--- src/rtl/fetch_ctrl.sv ---
// fetch_ctrl: program counter, start handshake, next-PC selection
// (relative branch / absolute jump / sequential) and halt detection for
// the single-cycle processor. Also keeps a saturating RUN-cycle counter.
module fetch_ctrl #(
  parameter int D         = 12,
  parameter int HALT_ADDR = 128,
  parameter int CW        = 16
) (
  input  logic         clk,
  input  logic         rst_n,
  input  logic         start,
  input  logic [D-1:0] start_address,
  input  logic         branch,
  input  logic         taken,
  input  logic         jump,
  input  logic [D-1:0] target,
  input  logic         halt,
  output logic [D-1:0] prog_ctr,
  output logic         fetch_en,
  output logic         done,
  output logic [CW-1:0] cycle_cnt
);

  typedef enum logic [1:0] {
    IDLE  = 2'd0,
    ARMED = 2'd1,
    RUN   = 2'd2,
    DONE  = 2'd3
  } state_t;

  localparam logic [D-1:0]  HALT_PC = D'(HALT_ADDR);
  localparam logic [CW-1:0] CNT_MAX = {CW{1'b1}};

  state_t        state_reg;
  logic [D-1:0]  pc_reg;
  logic [CW-1:0] cnt_reg;
  logic          fetch_en_reg;
  logic          done_reg;

  // Sequential next-PC target used in RUN when no redirect/halt applies.
  // The branch offset is two's complement, so a plain D-bit add wraps it
  // correctly modulo 2^D.
  logic [D-1:0] pc_seq;
  logic [D-1:0] pc_branch;
  logic [CW-1:0] cnt_inc;

  assign pc_seq    = pc_reg + D'(1);
  assign pc_branch = pc_reg + target;
  assign cnt_inc   = (cnt_reg == CNT_MAX) ? cnt_reg : cnt_reg + CW'(1);

  // FSM, program counter, cycle counter and registered status flags.
  always_ff @(posedge clk) begin
    if (!rst_n) begin
      state_reg    <= IDLE;
      pc_reg       <= '0;
      cnt_reg      <= '0;
      fetch_en_reg <= 1'b0;
      done_reg     <= 1'b0;
    end else begin
      case (state_reg)
        IDLE: begin
          if (start) begin
            state_reg    <= ARMED;
            pc_reg       <= start_address;
            cnt_reg      <= '0;
            fetch_en_reg <= 1'b0;
            done_reg     <= 1'b0;
          end
        end

        ARMED: begin
          // Keep tracking the start address until start drops; the PC
          // then already points at the first instruction.
          pc_reg  <= start_address;
          cnt_reg <= '0;
          if (!start) begin
            state_reg    <= RUN;
            fetch_en_reg <= 1'b1;
            done_reg     <= 1'b0;
          end
        end

        RUN: begin
          if (start) begin
            state_reg    <= ARMED;
            pc_reg       <= start_address;
            cnt_reg      <= '0;
            fetch_en_reg <= 1'b0;
            done_reg     <= 1'b0;
          end else if (pc_reg == HALT_PC || halt) begin
            // The instruction at the current PC is not committed; PC holds.
            state_reg    <= DONE;
            cnt_reg      <= cnt_inc;
            fetch_en_reg <= 1'b0;
            done_reg     <= 1'b1;
          end else begin
            cnt_reg <= cnt_inc;
            if (jump)
              pc_reg <= target;
            else if (branch && taken)
              pc_reg <= pc_branch;
            else
              pc_reg <= pc_seq;
          end
        end

        DONE: begin
          if (start) begin
            state_reg    <= ARMED;
            pc_reg       <= start_address;
            cnt_reg      <= '0;
            fetch_en_reg <= 1'b0;
            done_reg     <= 1'b0;
          end
        end

        default: begin
          state_reg    <= IDLE;
          fetch_en_reg <= 1'b0;
          done_reg     <= 1'b0;
        end
      endcase
    end
  end

  assign prog_ctr  = pc_reg;
  assign fetch_en  = fetch_en_reg;
  assign done      = done_reg;
  assign cycle_cnt = cnt_reg;

endmodule

--- config.mk ---
export PLATFORM = sky130hd
export DESIGN_NAME = fetch_ctrl
export DESIGN_NICKNAME = d
export VERILOG_FILES = /design/src/rtl/fetch_ctrl.sv
export SDC_FILE = /design/constraint.sdc
export NUM_CORES = 1
export LEC_CHECK = 0
export ABC_AREA = 1
export CORE_MARGIN = 1.5
export CORE_UTILIZATION = 55
export CTS_BUF_LIST = sky130_fd_sc_hd__clkbuf_8 sky130_fd_sc_hd__clkbuf_16
export DETAILED_ROUTE_END_ITERATION = 6
export HOLD_SLACK_MARGIN = 0.05
export PLACE_DENSITY = 0.89
export SLEW_MARGIN = 20
export SYNTH_ARGS = -nofsm -noshare
export SYNTH_HDL_FRONTEND = slang
export SYNTH_SLANG_ARGS = --single-unit
--- constraint.sdc ---
create_clock -name clk -period 4.4 [get_ports clk]
set_input_delay 0.88 -clock clk [delete_from_list [all_inputs] [get_ports clk]]
set_output_delay 0.88 -clock clk [all_outputs]
set_load 0.03 [all_outputs]
==> results of run 1 <==
[final cells by class]
| class | instances | area [sq um] | area share (%) |
|---|---|---|---|
| multi-input combinational | 337 | 1660 | 49.5 |
| sequential | 32 | 641 | 19.1 |
| timing repair buffer | 61 | 608 | 18.1 |
| inverter | 67 | 253 | 7.54 |
| clock buffer | 7 | 96.3 | 2.88 |
| tap | 52 | 65.1 | 1.94 |
| clock inverter | 1 | 30.0 | 0.896 |
[kinds of logic (layout without fill, tap and decap cells)]
family                     count (synthesis)  in the layout  share of synthesized area, %
AOI/OAI and AO/OA                         69             69                          13.6
xor gates and xnor gates                   6              6                          2.00
adders and majority gates                 16             16                          7.92
buffers and inverters                     78            136                          12.4
DFF                                       32             32                          24.4
and+or+nand+nor                          246            246                          39.6
[power breakdown]
part | internal, uW | leakage, uW | total (uW) | switching, uW
registers | 350 | 0.000262 | 422 | 71.6
clock network | 200 | 0.0000645 | 319 | 119
logic | 282 | 0.00124 | 797 | 515
[through the flow]
step	area, sq um	worst slack (ps)	std cells	hold WS [ps]
after global placement	3220	1220	549	449
final	3350	1370	557	465
after floorplan	2620	1980	447	469
after CTS	3350	1400	557	466
after detailed placement	3220	1110	549	455
after global routing	3350	1120	557	498
[layout by cell type (no fill, tap or decap), types with 2 or more instances in the layout]
| cell type | count |
|---|---|
| nand2_1 | 114 |
| nor2_1 | 75 |
| inv_1 | 64 |
| clkdlybuf4s50_1 | 60 |
| a21oi_1 | 39 |
| nand3_1 | 37 |
| dfxtp_1 | 32 |
| o21ai_0 | 24 |
| ha_1 | 15 |
| nand4_1 | 10 |
| clkbuf_8 | 7 |
| xor2_1 | 4 |
| nand2_2 | 2 |
| nor3_1 | 2 |
| o21ai_1 | 2 |
| o211ai_1 | 2 |
| xnor2_1 | 2 |
[cell usage after synthesis (all sizes together)]
cell    number
nand2      117
nor2        75
inv         65
a21oi       39
nand3       38
dfxtp       32
o21ai       26
ha          15
nand4       10
buf          8
nor3         4
xor2         4
clkbuf       3
clkinv       2
o211ai       2
xnor2        2
a21o         1
and2         1
fa           1
o211a        1
or2          1
[tightest hold or removal path, stage by stage, from the launching register on]
cell     delay, ps
dfxtp_1        310
nand2_1         60
a21oi_1         50
[worst min path at each step]
stage	startpoint	to	slack, ps	cells past startpoint
finish	done	done	470	2
floorplan	state_reg[0]	state_reg[0]	470	2
global route	fetch_en	fetch_en	500	2
CTS	done	done	470	2
detailed placement	done	done	450	2
global placement	done	done	450	2
[metal layers]
metal	vias to the layer above	global-route usage, %	part of all wire, %
met3	18	6.11	8.2
met1	1395	39.4	43
met5	-	0	0
li1	1540	-	-
met2	158	50.2	47
met4	0	9.01	2.2
==> results.toml, run 1 <==
[setup_path]
crit_slowest_cell = "clkdlybuf4s50_1"
path_depth = 14
cp.arrival_ps = 3210
r2r_start = "state_reg[0]"
critPathTopFamily = "simple AND/OR/NAND/NOR gates"
crit_start = "taken"
crit_required_ps = 4580
reg2reg_to = "prog_ctr[11]"
critPathCapture = "prog_ctr[4]"
path_buf_inv = 3
worst_setup_path_start_kind = "input pin"
worstPathCellList = "clkdlybuf4s50_1 -> nand2_1 -> nor2_1 -> inv_1 -> fa_1 -> inv_1 -> nand3_1 -> nand3_1 -> xnor2_1 -> nand2_1 -> nand3_1 -> nand2_1 -> nor2_1 -> nor2_1"
end_kind = "flip-flop"
regToRegSetupSlack_ps = 2050
slowest_delay_ps = 520
crit_type = "input pin to flip-flop"
path_max_fanout = 10
r2r_cells = 7

[die]
die_w_um = 72.1
design.die.area_sq_mm = 0.00519
initial_utilization_pct = 58.6
rows = 24
core_sq_mm = 0.00447
io_pins = 61
die_h_um = 72.1

[layout]
fin_util_pct = 74.9
n_antenna_cell = 0
largest_reg_flops = 16
fillers = 371
drive_gt1_share_pct = 3.56
area_delta_synth_final_pct = 27.7
fin_nets = 551

[place]
gp_congestion = 0.932
numPortBuffers = 60
hpwlAfterDp_um = 5490

[sta]
fmax_ghz = 0.330
slew_headroom_pct = 55.3
setup_violations = 0
worst_slew_pin_slew_ps = 667
finalCritPeriodShare_pct = 68.9
post-route-min-period_ps = 3030
final_hold_viol_count = 0
finClkSkew_ps = 9.75
tns_ps = 0
final_max_slew_viol_count = 0
rsz0062_at_grt = "no"

[run]
maxCapViolCount = 0

[min_path]
hp-class = "flip-flop to flip-flop"

[drt]
firstDrtPassIters = 5
antenna_left = 0
wl_per_cell_um = 13.5
vias_per_cell = 5.59
wirelength_um = 7510
vias = 3111
drt_iter0_markers = 322
drc = 0

[grt]
grt-ovfl-total = 0
grt_max_degree = 20
first_global_vias = 2756
track_usage_pct = 30.1
antenna_found_initial = 0
grt_pass1_wl_um = 12400

[pwr]
total_power_uw = 1540
ir_drop_mv = 0.384
cellLeakagePower_uw = 0.00157
power_density_mw_per_mm2 = 459

[clock_network]
ctsHoldBuffers = 0
cts_tree = "yes"
cts_inserted_buffers = 5
path_clk_slew_ps = 60
clock_path_buffers = 2
clock-sinks = 32
cts-root-buf = "clkbuf_8"
insertion_delay_ps = 300
htreeDepth = 2
cts_resized = 0
post_cts_buffers = 0

[yosys]
synth_nets = 494
yosysWarnings = 0
syn_inst = 447
syn_avg_cell_area_sq_um = 5.87
synth.top_cell.area_share_pct = 24.4
netlist_top_cells_area = "dfxtp_1 24%, nand2_1 16%, nor2_1 11%"
netlist_area_sq_mm = 0.00262
seq_area_frac_synth_pct = 24.4
ys_types = 31
ys_ff_latch = 32
yosysTopAreaCell = "dfxtp_1"

[status]
status = "finished, final reports clean"
No activity file was read; power rests on OpenSTA's default activity.
==> run 2: changes to the inputs <==
CORE_UTILIZATION = 51   (was 55)
PLACE_DENSITY = 0.83   (was 0.89)
clock period = 3.1 ns   (was 4.4 ns; I/O delays follow)
==> run 2 against run 1 <==
Against the previous run: register-to-register slack worse by 1200 ps; routed wire length is 0.17% higher; clock power is 4% higher; sequential power grew 43%; worst hold slack worse by 2.7 ps; clock skew decreased by 7.6 ps; clock-buffer cell count fell by 1; total power is 33% higher; global-route usage down 1.5 points; flip-flop and latch count is the same.
==> results.toml, run 2 (synthesized netlist as in run 1, its figures left out) <==
[drt]
drt_iter0_markers = 171
firstDrtPassIters = 4
drc = 0
vias = 3027
wl_per_cell_um = 13.1
antenna_left = 0
vias_per_cell = 5.26
wirelength_um = 7530

[layout]
layout_common_cells = "114 x nand2_1, 75 x nor2_1, 66 x inv_1, 60 x clkdlybuf4s50_1, 39 x a21oi_1"
area_delta_synth_final_pct = 27.9
fillers = 442
fin_util_pct = 69.2
largest_reg_flops = 16
n_antenna_cell = 0
final_common_cell = "nand2_1"
drive_gt1_share_pct = 3.74
fin_nets = 554

[sta]
setup_violations = 0
finClkSkew_ps = 2.12
whs_ps = 463
worst_slew_pin_slew_ps = 986
post-route-min-period_ps = 2570
finalCritPeriodShare_pct = 83.0
final_hold_viol_count = 0
rsz0062_at_grt = "no"
fmax_ghz = 0.389
tns_ps = 0
final_max_slew_viol_count = 0
slew_headroom_pct = 33.8

[clock_network]
cts-root-buf = "clkbuf_8"
insertion_delay_ps = 280
path_clk_slew_ps = 70
clock-sinks = 32
cts_tree = "yes"
cts_resized = 0
clock_path_buffers = 2
cts_inserted_buffers = 5
ctsHoldBuffers = 0
post_cts_buffers = 0
htreeDepth = 2

[place]
numPortBuffers = 60
hpwlAfterDp_um = 5910
gp_congestion = 0.959

[die]
die_h_um = 74.7
design.die.area_sq_mm = 0.00558
core_sq_mm = 0.00485
die_w_um = 74.7
rows = 25
initial_utilization_pct = 54.1
io_pins = 61

[setup_path]
crit_required_ps = 3320
end_kind = "flip-flop"
worstPathCellList = "clkdlybuf4s50_1 -> nand2_1 -> nor2_1 -> inv_1 -> fa_1 -> inv_1 -> nand3_1 -> nand3_1 -> nand2_1 -> a21o_1 -> nand3_1 -> nand2_1 -> a21oi_1"
crit_slowest_cell = "clkdlybuf4s50_1"
cp.arrival_ps = 2790
slowest_delay_ps = 520
crit_type = "input pin to flip-flop"
worst_setup_path_start_kind = "input pin"
path_max_fanout = 5

[min_path]
hp-class = "flip-flop to flip-flop"

[pwr]
cellLeakagePower_uw = 0.00157
ir_drop_mv = 0.409
power_density_mw_per_mm2 = 609

[grt]
track_usage_pct = 28.6
grt_pass1_wl_um = 12300
first_global_vias = 2812
grt-ovfl-total = 0
grt_max_degree = 15
antenna_found_initial = 0

[status]
status = "finished, final reports clean"

[run]
maxCapViolCount = 0
==> run 2: changes by cell type in the layout (fill, tap and decap cells not counted), sizes merged <==
cell,change
bufinv,-1
buf,+3
inv,+2
clkbuf,-1
==> run 2: stage by stage <==
stage / setup WS, ps / power, uW / instances / cell area [sq um]
after global routing: 341 / 2180 / 575 / 3360
after detailed placement: 240 / 1700 / 567 / 3270
after CTS: 530 / 2030 / 575 / 3360
after floorplan: 941 / 1360 / 447 / 2620
after global placement: 315 / 1670 / 567 / 3270
final: 528 / 2040 / 575 / 3360
==> run 2: worst paths after layout <==
check,from,end,slack (ps),cells after the start
max,branch,prog_ctr[8],530,13
min,done,done,460,2
max reg2reg,state_reg[0],prog_ctr[9],820,6
min reg2reg,done,done,460,2
==> run 2: power by group <==
group,total [uW],leakage (uW),internal (uW),switching [uW]
registers,604,0.000262,497,107
clock network,332,0.0000538,175,158
logic,1110,0.00126,397,710
==> run 2: critical path, delay by kind of cell <==
kind	cells	cell delay (ps)
AOI/OAI and AO/OA	2	300
adders and majority gates	1	430
buffers and inverters	3	700
and+or+nand+nor	7	730
==> run 2: routing by layer <==
| metal | share of wire (%) | GRT usage [%] | up-vias |
|---|---|---|---|
| li1 | - | - | 1547 |
| met1 | 46 | 38.6 | 1350 |
| met2 | 47 | 47.7 | 119 |
| met3 | 6.6 | 5.35 | 11 |
| met4 | 1.2 | 6.46 | 0 |
| met5 | 0 | 0 | - |
==> run 2: layout make-up <==
cell class	instances	area (sq um)	share of cell area, %
Sequential cell	32	641	19.1
Multi-Input combinational cell	337	1660	49.4
Clock inverter	2	7.51	0.224
Inverter	67	253	7.53
Timing Repair Buffer	64	631	18.8
Clock buffer	6	82.6	2.46
Tap cell	67	83.8	2.50
